`src/rtl/router_pkg.sv`:
```
// rtl/router_pkg.sv - shared types and helpers for the router round-robin arbiter
package router_pkg;

    typedef enum logic {
        IDLE = 1'b0,
        HOLD = 1'b1
    } arb_state_t;

    localparam int DEF_CLIENTS = 2;
    localparam int DEF_BURST   = 4;

    // Increment modulo n; n need not be a power of two.
    function automatic int unsigned next_idx(input int unsigned i, input int unsigned n);
        return (i + 1 >= n) ? 0 : i + 1;
    endfunction

endpackage

```
`src/rtl/router_rr_pick.sv`:
```
// rtl/router_rr_pick.sv - combinational rotate-priority encoder starting at ptr
module router_rr_pick
    import router_pkg::*;
#(
    parameter int CLIENTS = DEF_CLIENTS,
    parameter int IDW     = $clog2(CLIENTS)
) (
    input  logic [CLIENTS-1:0] req,
    input  logic [IDW-1:0]     ptr,
    input  logic               en,
    output logic [CLIENTS-1:0] pick,
    output logic [IDW-1:0]     pick_id,
    output logic               pick_valid
);

    int idx;

    always_comb begin
        pick       = '0;
        pick_id    = '0;
        pick_valid = 1'b0;
        idx        = 0;
        if (en) begin
            for (int k = 0; k < CLIENTS; k++) begin
                idx = int'(ptr) + k;
                if (idx >= CLIENTS) idx = idx - CLIENTS;
                if (!pick_valid && req[idx]) begin
                    pick[idx]  = 1'b1;
                    pick_id    = IDW'(idx);
                    pick_valid = 1'b1;
                end
            end
        end
    end

endmodule

```
`src/rtl/router_rr_arbiter.sv`:
```
// rtl/router_rr_arbiter.sv - round-robin arbiter with burst hold for the router input FIFOs
module router_rr_arbiter
    import router_pkg::*;
#(
    parameter int CLIENTS = DEF_CLIENTS,
    parameter int BURST   = DEF_BURST
) (
    input  logic                       clk,
    input  logic                       reset,
    input  logic                       cycle,
    input  logic [CLIENTS-1:0]         req,
    output logic [CLIENTS-1:0]         gnt,
    output logic                       gnt_valid,
    output logic [$clog2(CLIENTS)-1:0] gnt_id
);

    localparam int IDW  = $clog2(CLIENTS);
    localparam int CNTW = $clog2(BURST + 1);

    arb_state_t      st, st_n;
    logic [IDW-1:0]  ptr, ptr_n, owner, owner_n, owner_inc, pick_inc, start;
    logic [CNTW-1:0] cnt, cnt_n;
    logic            hold_hit, hold_gnt, burst_done;

    logic [CLIENTS-1:0] pick;
    logic [IDW-1:0]     pick_id;
    logic               pick_valid;

    assign owner_inc  = IDW'(next_idx(int'(owner), CLIENTS));
    assign pick_inc   = IDW'(next_idx(int'(pick_id), CLIENTS));
    assign hold_hit   = (st == HOLD) && req[owner];
    assign hold_gnt   = !reset && cycle && hold_hit;
    assign burst_done = (int'(cnt) + 1 == BURST);

    // A drained owner releases in the same cycle: search resumes just after it.
    assign start = (st == HOLD) ? owner_inc : ptr;

    router_rr_pick #(
        .CLIENTS (CLIENTS),
        .IDW     (IDW)
    ) u_pick (
        .req        (req),
        .ptr        (start),
        .en         (!reset && cycle && !hold_hit),
        .pick       (pick),
        .pick_id    (pick_id),
        .pick_valid (pick_valid)
    );

    always_comb begin
        gnt    = '0;
        gnt_id = '0;
        if (hold_gnt) begin
            gnt[owner] = 1'b1;
            gnt_id     = owner;
        end else if (pick_valid) begin
            gnt    = pick;
            gnt_id = pick_id;
        end
    end

    assign gnt_valid = |gnt;

    always_comb begin
        st_n    = st;
        ptr_n   = ptr;
        owner_n = owner;
        cnt_n   = cnt;
        if (cycle) begin
            if (hold_hit) begin
                cnt_n = cnt + CNTW'(1);
                if (burst_done) begin
                    ptr_n = owner_inc;
                    st_n  = IDLE;
                end
            end else if (pick_valid) begin
                owner_n = pick_id;
                cnt_n   = CNTW'(1);
                if (BURST == 1) begin
                    ptr_n = pick_inc;
                    st_n  = IDLE;
                end else begin
                    st_n  = HOLD;
                end
            end else if (st == HOLD) begin
                ptr_n = owner_inc;
                st_n  = IDLE;
            end
        end
    end

    always_ff @(posedge clk) begin
        if (reset) begin
            st    <= IDLE;
            ptr   <= '0;
            owner <= '0;
            cnt   <= '0;
        end else begin
            st    <= st_n;
            ptr   <= ptr_n;
            owner <= owner_n;
            cnt   <= cnt_n;
        end
    end

endmodule

```
`config.mk`:
```
export PLATFORM = sky130hd
export DESIGN_NAME = router_rr_arbiter
export DESIGN_NICKNAME = d
export VERILOG_FILES = /design/src/rtl/router_pkg.sv /design/src/rtl/router_rr_pick.sv /design/src/rtl/router_rr_arbiter.sv
export SDC_FILE = /design/constraint.sdc
export NUM_CORES = 1
export LEC_CHECK = 0
export ABC_AREA = 1
export ABC_CLOCK_PERIOD_IN_PS = 2900
export CELL_PAD_IN_SITES_DETAIL_PLACEMENT = 1
export CELL_PAD_IN_SITES_GLOBAL_PLACEMENT = 1
export CORE_UTILIZATION = 34
export DETAILED_ROUTE_END_ITERATION = 8
export GPL_TIMING_DRIVEN = 0
export PLACE_DENSITY = 0.89
export SYNTH_ARGS = -nofsm -noshare
export SYNTH_HDL_FRONTEND = slang
export SYNTH_HIERARCHICAL = 1
export SYNTH_SLANG_ARGS = --single-unit
```
`constraint.sdc`:
```
create_clock -name clk -period 2.9 [get_ports clk]
set_input_delay 0.435 -clock clk [delete_from_list [all_inputs] [get_ports clk]]
set_output_delay 0.435 -clock clk [all_outputs]
set_load 0.02 [all_outputs]
```
==> metrics list <==
- Level count of the clock H-tree: 1
- Vertical extent of the die: 38.1 um
* Total wire length after detailed routing: 1.12 mm
* LEAKAGE: 0.289 nW
- Ranked by total cell area, the synthesized netlist is headed by sky130_fd_sc_hd__dfxtp_1 (27%), sky130_fd_sc_hd__nand2_1 (23%), sky130_fd_sc_hd__inv_1 (9.3%).
* # IOs: 9
* Root buf cell: sky130_fd_sc_hd__clkbuf_4
- Setup repair after global routing left no endpoint under its margin.
* Iteration-0 DRC count of the detailed router: 6
* Count of antenna diodes in the layout: 0
- In the final routed layout, each cell accounts on average for 11.0 um.
- Remaining number of nets flagged by the antenna check after routing: 0
- GRT Residual Overflow: 0
- Across the routed clock network, the largest skew measured is 1.81 ps.
- TritonCTS created 3 clock buffers.
- Setup total negative slack on the finished layout was measured at 0 ps.
- Standard cell core area: 1160 sq um
* HPWL after detailed placement: 891 um
- Top cell type by total area after synthesis: sky130_fd_sc_hd__dfxtp_1
* Ratio of cells with drive above 1 in the final layout: 0.136
- The area growth from synthesis to layout is 28.5%.
- For this block, the via count after detailed routing is 510.
* Kind of end point of the critical path: output pin
* Number of remaining DRC errors: 0
- Area share of the largest cell type after synthesis: 0.270
- Number of cells in the finished layout apart from fillers: 102
- FF+latch count, synth: 6
- VDD sags by at most 0.184 mV.
- The first TritonRoute pass finished after 4 iterations.
- After synthesis, the share of flip-flops with an asynchronous set or reset is 0.
- Max-Slew Margin vs Limit: 0.839
- Hold WC Path Type: reg2reg
- Final Wtd Congestion: 0.783
- Cell with the most instances after synthesis: sky130_fd_sc_hd__nand2_1
- Summing all multi-input logic gate instances after layout gives 283 sq um.
- Across the run, the number of max-cap violations was 0.
- The mapped netlist covers 444 sq um.
* Mapped Cells: 77
* Post-CTS Hold Buffers: 0
* Critical path startpoint category: input port
* Final Cell Area: 571 sq um
- Number of flops mapped to enable cells by yosys: 0
- Commonest cells in the netlist: sky130_fd_sc_hd__nand2_1 (27), sky130_fd_sc_hd__inv_1 (11)
- At the pin with the least slew margin, the transition time is 239 ps.
- Commonest register cell after synthesis: sky130_fd_sc_hd__dfxtp_1
- Post-place instance area: 542 sq um
- Final number of max-transition violations: 0
- In this run the post-CTS setup repair buffer count came out at 0.
* Layout Nets: 97
* Count of endpoints failing hold in the final timing report: 0
- The clock net in this run drives a total of 6 sinks.
* Fillers: 164
* Initial Util: 0.384
- The clock passes through at most 2 buffers.
* Run status: finished clean
- Antenna violations before repair: 0
- After clock tree synthesis, the clock-pin slew on the worst setup and hold paths is 50 ps.
- In this run the core area contains 12 standard-cell rows.
- Clock Latency Late Sink: 240 ps
* CTS tree: built
* Count of unique library cells instantiated by Yosys: 13
* Start-to-end type of the worst setup path: in2out
- The die covers 1460 sq um.
* Average vias per placed instance: 5.00
* Post-Synthesis Mean Instance Area: 5.77 sq um
- The die is 38.1 um wide.
- Placed cells: 99
* Final number of setup-violating endpoints: 0
- For the worst setup path, the data arrival time is 2230 ps.
- Highest clock rate: 0.375 GHz
* Tot GR Track Use: 0.201
- Number of global-route vias before repair: 503
* Critical-path maximum fanout: 6
- For the worst setup path, the data required time is 2470 ps.
* Pwr Density: 369 nW/um^2
* Pin count of the biggest net entering global routing: 8
* Post-synth net total: 84
- Final worst-path cycle share: 0.920
* Yosys synthesis warning count: 6
- In the final layout, flip-flops and latches occupy 120 sq um.
- The first global-routing pass estimated 1.98 mm of wire.
* Share of synthesized area occupied by flip-flops and latches: 0.270
* Minimum period implied by the final worst setup slack: 2670 ps
* Count of input and output buffers: 8
[through the flow]
stage	util	power, W	hold WS, ps	worst slack [ps]
after floorplan	-	0.000116	467	901
after global placement	0.469	0.000130	497	-35.9
after detailed placement	0.469	0.000132	504	-130
after CTS	0.487	0.000214	515	48.4
after global routing	0.494	0.000226	552	86.8
final	0.494	0.000211	511	232
[logic make-up after synthesis]
| kind of cell | share of synthesized area |
|---|---|
| and+or+nand+nor | 0.428 |
| buffers and inverters | 0.110 |
| AOI/OAI and AO/OA | 0.135 |
| DFF | 0.270 |
| adders and majority gates | 0.0563 |
[critical path, stage by stage]
cell                              delay [ps]
sky130_fd_sc_hd__clkdlybuf4s50_1         500
sky130_fd_sc_hd__inv_1                    50
sky130_fd_sc_hd__nand2_1                 100
sky130_fd_sc_hd__nand2_1                  90
sky130_fd_sc_hd__nor2_2                  130
sky130_fd_sc_hd__nor2_1                   70
sky130_fd_sc_hd__nand2_1                 130
sky130_fd_sc_hd__nand2_2                 120
sky130_fd_sc_hd__nand2_1                 100
sky130_fd_sc_hd__nand2_2                  60
sky130_fd_sc_hd__inv_2                    50
sky130_fd_sc_hd__nand3_1                  70
sky130_fd_sc_hd__dlygate4sd2_1           320
[metal layers]
| metal | vias up | track usage | part of all wire |
|---|---|---|---|
| met2 | 10 | 0.394 | 0.54 |
| met4 | 0 | 0.0804 | 0 |
| met5 | - | 0 | 0 |
| met1 | 238 | 0.202 | 0.43 |
| met3 | 0 | 0.0349 | 0.029 |
| li1 | 262 | - | - |
[flip-flops by register name, indices dropped and copies added, names as in the netlist]
name,count
ptr,1
st,1
cnt,3
owner,1
[cell usage in the layout, fill, tap and decap left out]
cell type                         instances
sky130_fd_sc_hd__nand2_1                 26
sky130_fd_sc_hd__a21oi_1                  6
sky130_fd_sc_hd__nor2_4                   1
sky130_fd_sc_hd__o21ai_0                  6
sky130_fd_sc_hd__nand4_1                  1
sky130_fd_sc_hd__dlymetal6s2s_1           1
sky130_fd_sc_hd__nand3_1                  6
sky130_fd_sc_hd__inv_2                    2
sky130_fd_sc_hd__clkbuf_4                 3
sky130_fd_sc_hd__dlygate4sd2_1            3
sky130_fd_sc_hd__nor2_2                   3
sky130_fd_sc_hd__nor2_1                   4
sky130_fd_sc_hd__nand2_2                  3
sky130_fd_sc_hd__ha_1                     2
sky130_fd_sc_hd__clkdlybuf4s50_1          4
sky130_fd_sc_hd__inv_1                   11
sky130_fd_sc_hd__dfxtp_1                  6
[where the power goes]
group	total (W)	switching [W]	internal, W	leakage (nW)
Clock	0.0000794	0.0000324	0.0000470	0.0138
Combinational	0.0000408	0.0000249	0.0000158	0.226
Sequential	0.0000904	0.00000402	0.0000864	0.0489
[cell type report]
class                           instances  area share
Multi-Input combinational cell         58       0.496
Inverter                               13      0.0855
Timing Repair Buffer                    8       0.138
Tap cell                               14      0.0307
Sequential cell                         6       0.211
Clock buffer                            3      0.0395
[final timing paths]
| check | from | endpoint | slack (ps) | depth (start not counted) |
|---|---|---|---|---|
| worst max-delay path | req[1] | gnt_valid | 230 | 13 |
| worst min-delay path | st | st | 510 | 2 |
| worst min register to register | st | st | 510 | 2 |
| worst max register to register | owner | owner | 1270 | 9 |
[timing repair]
action / 4_1_cts / 5_1_grt
gates resized for setup: 4 / 3
setup endpoints to repair: 4 / 1
hold endpoints to repair: 0 / 0
(Power assumes the default switching activity.)
